File: src/rtl/sync_porch.sv
// VGA output stage: frame-aligned col/row counters regenerate negative-polarity
// hsync/vsync with porch placement and blank the RGB outside the active area.
module sync_porch #(
    parameter int TOTAL_COLS    = 800,
    parameter int TOTAL_ROWS    = 525,
    parameter int ACTIVE_COLS   = 640,
    parameter int ACTIVE_ROWS   = 480,
    parameter int FRONT_PORCH_H = 16,
    parameter int SYNC_WIDTH_H  = 96,
    parameter int FRONT_PORCH_V = 10,
    parameter int SYNC_WIDTH_V  = 2,
    parameter int VIDEO_WIDTH   = 3
) (
    input  logic                   clk,
    input  logic                   i_rst,
    input  logic                   i_hsync,
    input  logic                   i_vsync,
    input  logic [VIDEO_WIDTH-1:0] i_red,
    input  logic [VIDEO_WIDTH-1:0] i_grn,
    input  logic [VIDEO_WIDTH-1:0] i_blu,
    output logic                   o_hsync,
    output logic                   o_vsync,
    output logic [VIDEO_WIDTH-1:0] o_red,
    output logic [VIDEO_WIDTH-1:0] o_grn,
    output logic [VIDEO_WIDTH-1:0] o_blu,
    output logic                   o_locked
);

    localparam int CW = 10;
    localparam logic [CW-1:0] LAST_COL     = CW'(TOTAL_COLS - 1);
    localparam logic [CW-1:0] LAST_ROW     = CW'(TOTAL_ROWS - 1);
    localparam logic [CW-1:0] ACT_COLS     = CW'(ACTIVE_COLS);
    localparam logic [CW-1:0] ACT_ROWS     = CW'(ACTIVE_ROWS);
    localparam logic [CW-1:0] H_SYNC_START = CW'(ACTIVE_COLS + FRONT_PORCH_H);
    localparam logic [CW-1:0] H_SYNC_END   = CW'(ACTIVE_COLS + FRONT_PORCH_H + SYNC_WIDTH_H);
    localparam logic [CW-1:0] V_SYNC_START = CW'(ACTIVE_ROWS + FRONT_PORCH_V);
    localparam logic [CW-1:0] V_SYNC_END   = CW'(ACTIVE_ROWS + FRONT_PORCH_V + SYNC_WIDTH_V);

    // Stage 1 state: counters are aligned with the registered pixel.
    logic [CW-1:0]          col;
    logic [CW-1:0]          row;
    logic                   s1_lock;
    logic                   prev_vsync;
    logic                   s1_hsync;
    logic [VIDEO_WIDTH-1:0] s1_red;
    logic [VIDEO_WIDTH-1:0] s1_grn;
    logic [VIDEO_WIDTH-1:0] s1_blu;

    logic          frame_start;
    logic [CW-1:0] col_next;
    logic [CW-1:0] row_next;
    logic          h_pulse;
    logic          v_pulse;
    logic          in_active;
    logic          unused_align_err;

    assign frame_start = i_vsync & ~prev_vsync;

    always_comb begin
        col_next = col + 1'b1;
        row_next = row;
        if (frame_start) begin
            col_next = '0;
            row_next = '0;
        end else if (col == LAST_COL) begin
            col_next = '0;
            row_next = (row == LAST_ROW) ? '0 : row + 1'b1;
        end
    end

    always_ff @(posedge clk) begin
        if (i_rst) begin
            col        <= '0;
            row        <= '0;
            s1_lock    <= 1'b0;
            prev_vsync <= 1'b0;
            s1_hsync   <= 1'b0;
            s1_red     <= '0;
            s1_grn     <= '0;
            s1_blu     <= '0;
        end else begin
            col        <= col_next;
            row        <= row_next;
            s1_lock    <= s1_lock | frame_start;
            prev_vsync <= i_vsync;
            s1_hsync   <= i_hsync;
            s1_red     <= i_red;
            s1_grn     <= i_grn;
            s1_blu     <= i_blu;
        end
    end

    assign h_pulse   = (col >= H_SYNC_START) && (col < H_SYNC_END);
    assign v_pulse   = (row >= V_SYNC_START) && (row < V_SYNC_END);
    assign in_active = (col < ACT_COLS) && (row < ACT_ROWS);

    // Upstream active-column flag disagreeing with our own column count; kept
    // as an observation point only, it never steers the counters.
    assign unused_align_err = s1_lock & (s1_hsync ^ (col < ACT_COLS));

    always_ff @(posedge clk) begin
        if (i_rst || !s1_lock) begin
            o_hsync <= 1'b1;
            o_vsync <= 1'b1;
            o_red   <= '0;
            o_grn   <= '0;
            o_blu   <= '0;
        end else begin
            o_hsync <= ~h_pulse;
            o_vsync <= ~v_pulse;
            o_red   <= in_active ? s1_red : '0;
            o_grn   <= in_active ? s1_grn : '0;
            o_blu   <= in_active ? s1_blu : '0;
        end
        o_locked <= i_rst ? 1'b0 : s1_lock;
    end

endmodule
File: config.mk
export PLATFORM = sky130hd
export DESIGN_NAME = sync_porch
export DESIGN_NICKNAME = d
export VERILOG_FILES = /design/src/rtl/sync_porch.sv
export SDC_FILE = /design/constraint.sdc
export NUM_CORES = 1
export LEC_CHECK = 0
export ABC_AREA = 1
export BUFFER_PORTS_ARGS = -buffer_cell sky130_fd_sc_hd__buf_2
export CAP_MARGIN = 25
export CORE_ASPECT_RATIO = 0.8
export CORE_MARGIN = 3
export CORE_UTILIZATION = 45
export CTS_CLUSTER_DIAMETER = 120
export CTS_CLUSTER_SIZE = 40
export DETAILED_ROUTE_END_ITERATION = 10
export GPL_ROUTABILITY_DRIVEN = 0
export PLACE_DENSITY = 0.74
export SETUP_SLACK_MARGIN = 0.2
export SLEW_MARGIN = 25
export SYNTH_ARGS = -nofsm -noshare
export SYNTH_HDL_FRONTEND = slang
export SYNTH_SLANG_ARGS = --single-unit
File: constraint.sdc
create_clock -name clk -period 3.1 [get_ports clk]
set_clock_uncertainty 0.15 [all_clocks]
set_input_delay 0.31 -clock clk [delete_from_list [all_inputs] [get_ports clk]]
set_output_delay 0.31 -clock clk [all_outputs]
set_load 0.05 [all_outputs]
Yosys cells after proc, flatten, opt, wreduce, memory -nomap -nowiden. Index checks and enable logic that the tools add are counted.

Bits in registers: 43. Input port bits: 13. Output and inout bits: 12. Logic and storage cells: 38.

$add $sub $neg: 2. $lt $le $gt $ge: 6. Equality and inequality tests: 2. Multiplexer cells: 1. Bitwise gates (word level): 6. Reductions and logical operators: 8.

Operators by type and width (count): 10-bit by 1-bit adder with 10-bit output, second input constant (2); 10-bit equality test, second input constant (2); 10-bit less-than comparator, second input constant (2); 10-bit by 9-bit less-than comparator with 1-bit output, second input constant (2); 10-bit greater-or-equal comparator, second input constant (1); 10-bit by 9-bit greater-or-equal comparator with 1-bit output, second input constant (1); 10-bit 2-to-1 mux (1); 1-bit NOT (4); 2-bit OR reduction (2); 1-bit logical AND (3); 3-bit OR reduction (1); 1-bit bitwise AND (1); 1-bit logical NOT (1); 1-bit logical OR (1); 1-bit OR (1).

Longest topological paths before layout. Gate-level depths: netlist of the first run.

Depth in word-level cells: 4. Depth in mapped cells: 9.

Worst setup path before layout of the first run. OpenSTA, ideal clock, no wires.

Kind: register to register. Start point: register col[0]. End point: register row[0]. Arrival time: 1.198 ns. Setup slack: 1.636 ns. Cell stages (with the launch flop): 9. Path buffers: 0. Period minus slack after synthesis: 1.464 ns. Path through: dfxtp_1 > ha_1 > nand2_2 > nor2_4 > nand3_4 > nand2_4 > nand2_4 > clkinv_2 > nor2_1.

Cells in the longest elaborated chain, start to end: 1.

Ends and longest elaborated chain: start: declaration (RTL line 40) `logic [CW-1:0] col;`; start signal: assignment (RTL line 82) `col <= col_next;`; 10-bit equality test (RTL line 65) `end else if (col == LAST_COL) begin`; end signal: assignment (RTL line 83) `row <= row_next;`; end: declaration (RTL line 41) `logic [CW-1:0] row;`.

Every way passes these cells. A chain may end at the register's enable or synchronous reset.

Worst setup path in the final report of the first run. Ends and elaborated chain as after synthesis.

==> summary.md, run 1 <==
| Metric | Value |
|---|---|
| # Post-CTS Setup Buffers | 0 |
| DIE WIDTH | 76.5 um |
| Worst r2r dst | row[0]$_SDFFE_PP0N_ |
| Hold Fails Final Rpt | 0 |
| Vias | 1450 |
| Clock latency on the worst-skew pair | 0.29 ns |
| Peak supply drop | 0.000355 V |
| First-pass GRT wire length | 5.58 mm |
| P per Cell Area | 471 nW/um^2 |
| Cell variety after synth | 27 |
| # DRC | 0 |
| Crit share post-route | 53.7% |
| Yosys warns | 0 |
| Std cell rows | 19 |
| Vert. Die Dim | 62.4 um |
| Worst setup margin | 1.43 ns |
| Ports | 25 |
| Final WL | 3.17 mm |
| TritonCTS Buffers | 5 |
| Critical Path RT | 3.15 ns |
| Die footprint | 4780 sq um |
| Yosys reg bits | 43 |
| Post-synthesis cell count | 236 |
| Initial Utilization | 49.5% |
| Hold-fix buffers at CTS | 0 |
| IO Port Bufs | 23 |
| Avg WL per Cell | 9.97 um |
| Post-synthesis sequential area ratio | 48.1% |
| Largest net degree at the start of global routing | 15 |
| Layout cells sized above 1 | 15.8% |
| Clock Sinks | 43 |
| Crit Path Category | register to register |
| Gr usage total | 14.4% |
| Final setup vio count | 0 |
| Worst relative slew slack | 75.9% |
| Syn-to-layout area delta | 14.6% |
| Fmax | 0.600 GHz |
| Power, Total | 0.967 mW |
| Vias in the first global route | 1298 |
| Actual slew at the worst max-slew pin | 0.361 ns |
| Tmin final | 1.67 ns |
| Worst r2r src | col[0]$_SDFF_PP0_ |
| Hold Crit Class | input pin to register |
| Cells on worst reg2reg path | 8 |
| Ant. Diodes | 0 |
| Finished Core Util | 56.8% |
| Worst Setup End Kind | register |
| Setup slack, reg-to-reg | 1.43 ns |
| Initial DRC count | 68 |
| Worst Setup EP | row[0]$_SDFFE_PP0N_ |
| Core Area | 3610 sq um |
| Cell area after layout | 2050 sq um |
| Global route overflow | 0 |
| Clock transition at path regs | 0.08 ns |
| Outcome | complete, no violations |
| Placed Area | 1970 sq um |
| Net count, final | 283 |
| Setup TNS | 0 ns |
| Type of origin of the critical path | register |
| Post-synthesis cell area | 1790 sq um |
| CTS tree | done |
| RSZ-0062 raised after global routing | false |
| Critical Path AT | 1.71 ns |
| Dpl hpwl | 2.34 mm |
| Number of synthesized flops with an enable pin | 0 |
| DRT Pass-1 Iters | 4 |
| H-tree Lvls | 2 |
| Clock Tree Root | clkbuf_8 |
| Ys flop type | dfxtp_1 |
| Net Count, Synth | 254 |
| Filler Cells Inserted | 366 |
| Worst Path Max Fanout | 9 |
| Crit path from | col[0]$_SDFF_PP0_ |
| P_leak | 0.876 nW |
| Final Slew Violations | 0 |
| Initial antenna violation count | 0 |
| Antenna-violating nets left | 0 |
| CTS Buffer Depth | 2 |
| Place WS | 1.45 ns |
| Vias per cell | 4.56 |
| MaxCap Viol Count | 0 |
| Post-synth ARST share | 0% |
| Avg Inst Size Synth | 7.59 sq um |
| CTS resizes | 0 |
[flip-flops by register name, summed over array words and instances (netlist names)]
signal      cells
o_locked        1
s1_lock         1
s1_blu          3
o_hsync         1
o_vsync         1
o_blu           3
s1_grn          3
row            10
col            10
o_grn           3
o_red           3
s1_red          3
prev_vsync      1
[logic make-up (layout without fill, tap and decap cells)]
| family | count (synthesis) | in the layout | synth area share (%) |
|---|---|---|---|
| simple gates | 121 | 121 | 31.1 |
| buf+inv | 45 | 75 | 9.50 |
| flops | 43 | 43 | 48.1 |
| compound gates | 19 | 19 | 6.36 |
| fa+ha+maj | 5 | 5 | 3.49 |
| xor+xnor | 3 | 3 | 1.47 |
[critical path, cell delays in order, from the launching register on]
cell      delay (ns)
dfxtp_1         0.40
ha_1            0.22
nand2_2         0.09
nor2_4          0.18
nand3_4         0.16
nand2_4         0.17
nand2_4         0.07
clkinv_2        0.07
nor2_1          0.04
[through the flow]
| step | hold WS, ns | cells |
|---|---|---|
| finish | 0.0629 | 318 |
| floorplan | 0.229 | 236 |
| detailed placement | 0.249 | 310 |
| CTS | 0.0569 | 318 |
| global placement | 0.245 | 310 |
| global route | 0.0697 | 318 |
[per-layer routing]
layer  part of all wire [%]  track usage, %  wire length [um]  vias to the layer above
met1                     52            18.5              1660                      624
met2                     42            22.8              1330                       28
met5                      0               0                 0                        -
li1                       -               -                 -                      793
met4                    1.3            5.43                41                        0
met3                    4.2            4.32               133                        5
[cells in the mapped netlist (all sizes together) (2+ instances only)]
cell type  number  share of area (%)
o21ai           3               0.84
nand3          11                4.1
nand4           8                2.8
inv            43                9.0
a21oi          11                3.3
dfxtp          43                 48
o2111ai         2               0.98
nor2           54                 12
nand2          41                9.7
ha              5                3.5
nor3            5                1.4
xor2            2               0.98
o21bai          3                1.3
[worst min-delay path by stage]
stage | slack, ns | startpoint | cells after the start | end
after CTS | 0.06 | i_red[0] | 3 | s1_red[0]$_SDFF_PP0_
after global routing | 0.07 | i_red[1] | 3 | s1_red[1]$_SDFF_PP0_
final | 0.06 | i_grn[1] | 3 | s1_grn[1]$_SDFF_PP0_
after detailed placement | 0.25 | s1_red[0]$_SDFF_PP0_ | 2 | o_red[0]$_SDFF_PP0_
after global placement | 0.25 | s1_red[1]$_SDFF_PP0_ | 2 | o_red[1]$_SDFF_PP0_
after floorplan | 0.23 | i_rst | 1 | s1_lock$_SDFF_PP0_
[report_power, final]
group          leakage, nW  internal, mW  switching (mW)  total (mW)
Sequential           0.350         0.565         0.00452       0.569
Clock               0.0412         0.157           0.186       0.343
Combinational        0.484        0.0169          0.0374      0.0543
[area by class of cell]
| cell class | count | area (sq um) | share of cell area [%] |
|---|---|---|---|
| clock inverters | 2 | 12.5 | 0.610 |
| flip-flops and latches | 43 | 861 | 42.0 |
| well taps | 52 | 65.1 | 3.17 |
| clock buffers | 6 | 72.6 | 3.54 |
| inverters | 44 | 166 | 8.11 |
| repair buffers | 23 | 115 | 5.61 |
| multi-input cells | 148 | 759 | 37.0 |
[placed cells by master (no fill, tap or decap), drive strengths merged]
cell	instances
nand3	11
nand4	8
a21oi	11
inv	43
clkbuf	6
xor2	2
clkinv	2
ha	5
o21bai	3
dfxtp	43
nand2	41
nor3b	1
xnor2	1
nand3b	1
nor2	54
o21ai	3
buf	23
clkinvlp	1
o2111ai	2
nor3	5
No activity file was read; power rests on OpenSTA's default activity.
==> run 2, diff against run 1 <==
- PLACE_DENSITY: 0.74 -> 0.77
- clock period: 3.1 -> 1.5 ns (I/O delays scaled with it)
==> summary.md, run 2 (synthesized netlist as in run 1, its figures left out) <==
| Metric | Value |
|---|---|
| Outcome | complete, no violations |
| H-tree Lvls | 2 (unchanged) |
| Crit Path Category | register to register |
| # DRC | 0 (unchanged) |
| RSZ-0062 raised after global routing | true |
| Peak supply drop | 0.000745 V (+110%) |
| Commonest non-fill, non-tap cell in the layout | inv_1 |
| Net count, final | 303 (+7.1%) |
| Most frequent cells in the layout | inv_1, nor2_1, nand2_1, dfxtp_1, buf_2 |
| Type of origin of the critical path | register |
| Layout cells sized above 1 | 30.4% (+15 points) |
| Worst Setup End Kind | register |
| Tmin final | 1.42 ns (-0.246 ns) |
| Vert. Die Dim | 62.4 um (unchanged) |
| Largest net degree at the start of global routing | 15 (unchanged) |
| Ports | 25 (unchanged) |
| NetSw | 0.509 mW (+120%) |
| Hold Fails Final Rpt | 0 (unchanged) |
| DRT Pass-1 Iters | 5 (+1) |
| Final Slew Violations | 0 (unchanged) |
| Hold Crit Class | input pin to register |
| Setup TNS | 0 ns (unchanged) |
| Avg WL per Cell | 12.0 um (+21%) |
| Crit share post-route | 94.7% (+41 points) |
| Worst setup margin | 0.0801 ns (-1.35 ns) |
| Final setup vio count | 0 (unchanged) |
| Gr usage total | 18.1% (+3.7 points) |
| Fmax | 0.704 GHz (+17%) |
| Finished Core Util | 67.2% (+10 points) |
| Worst relative slew slack | 78.9% (+3.0 points) |
| Int Pwr | 1.89 mW (+160%) |
| P_leak | 1.01 nW (+16%) |
| Initial Utilization | 49.5% (unchanged) |
| Initial antenna violation count | 0 (unchanged) |
| Antenna-violating nets left | 0 (unchanged) |
| TritonCTS Buffers | 5 (unchanged) |
| Ant. Diodes | 0 (unchanged) |
| Critical Path RT | 1.55 ns (-1.60 ns) |
| Clock power frac | 44.4% (+8.9 points) |
| First-pass GRT wire length | 6.81 mm (+22%) |
| Global route overflow | 0 (unchanged) |
| CTS tree | done |
| Vias | 1613 (+11%) |
| Final WL | 4.07 mm (+28%) |
| Clock Sinks | 43 (unchanged) |
| Worst hold margin | 0.0386 ns (-0.0243 ns) |
| P per Cell Area | 989 nW/um^2 (+110%) |
| Combinational power share | 6.7% (+1.1 points) |
| Vias per cell | 4.77 (+4.7%) |
| IO Port Bufs | 23 (unchanged) |
| Actual slew at the worst max-slew pin | 0.316 ns (-0.0452 ns) |
| Post-Place Cells | 315 (+1.6%) |
| Core Area | 3610 sq um (unchanged) |
| Clock transition at path regs | 0.09 ns (about the same) |
| Switching share of power | 21.2% (-2.4 points) |
| Filler Cells Inserted | 305 (-17%) |
| CTS Buffer Depth | 2 (unchanged) |
| Syn-to-layout area delta | 35.7% |
| Final cell count without fillers | 338 (+6.3%) |
| Clock Tree Root | clkbuf_8 |
| DIE WIDTH | 76.5 um (unchanged) |
| Biggest registers after layout | col (10), row (10) |
| Place WS | 0.0672 ns (-1.38 ns) |
| Clock latency on the worst-skew pair | 0.30 ns (about the same) |
| Worst Path Max Fanout | 8 (-1) |
| MaxCap Viol Count | 0 (unchanged) |
| Die footprint | 4780 sq um (unchanged) |
| Multi-input logic area | 877 sq um (+15%) |
| Std cell rows | 19 (unchanged) |
| Power, Total | 2.40 mW (+150%) |
| Vias in the first global route | 1541 (+19%) |
| FF/Latch Area | 880 sq um (+2.2%) |
| Placed Area | 2040 sq um (+3.6%) |
| Cell area after layout | 2430 sq um (+18%) |
| Sequential share of power | 48.8% (-10 points) |
| Dpl hpwl | 2.45 mm (+4.7%) |
| Critical Path AT | 1.47 ns (-0.24 ns) |
| Initial DRC count | 70 (+2.9%) |
| Setup slack, reg-to-reg | 0.08 ns (-1.35 ns) |
run 2: cell count changes in the layout (fill, tap and decap cells not counted), sizes merged:
cell / delta
buf: +10
clkinv: -1
dlygate4sd3: +10
bufinv: +2
clkinvlp: -1
run 2: path summary, 6_finish.rpt:
kind / start / cells after the start / end
worst max-delay path: col[1]$_SDFF_PP0_ / 8 / row[7]$_SDFFE_PP0N_
worst min-delay path: i_vsync / 4 / row[1]$_SDFFE_PP0N_
worst max register to register: col[1]$_SDFF_PP0_ / 8 / row[7]$_SDFFE_PP0N_
worst min register to register: s1_blu[0]$_SDFF_PP0_ / 2 / o_blu[0]$_SDFF_PP0_
run 2: power groups by stage:
| stage | Clock [mW] | Combinational [mW] | Sequential [mW] |
|---|---|---|---|
| 6_report | 1.07 | 0.162 | 1.17 |
| 5_1_grt | 1.13 | 0.179 | 1.18 |
| 4_1_cts | 1.08 | 0.153 | 1.17 |
| 3_5_place_dp | 0 | 0.126 | 1.20 |
| 3_3_place_gp | 0 | 0.124 | 1.20 |
| 2_1_floorplan | 0 | 0.0553 | 1.23 |
run 2: metal layers:
metal  track usage [%]  share of wire, %  wire length, um
met5                 0                 0                0
met4              9.28               2.3               95
met3              5.04               4.0              163
met2              30.3                51             2090
met1              21.2                42             1730
run 2: cell type report:
cell class	count	share of cell area (%)
flip-flops and latches	43	36.2
clock buffers	6	2.99
well taps	52	2.68
multi-input cells	148	36.1
repair buffers	43	12.5
inverters	44	7.11
clock inverters	2	2.47
run 2: critical path, stage by stage, from the launching register on:
cell and delay [ns]:
dfxtp_4 0.36, ha_4 0.16, nand2_4 0.06, nor2_4 0.11
nand3_4 0.16, nand2_4 0.14, nand2_4 0.08, nand2_2 0.07
nor2_1 0.05
run 2: what timing repair did:
item / in CTS / in global routing
endpoints found under the setup margin: 27 / 28
resized for setup: 19 / 22
endpoints found under the hold margin: 11 / 0
setup buffers: 3 / 2
hold buffers: 10 / 0
pin swaps: 10 / 4
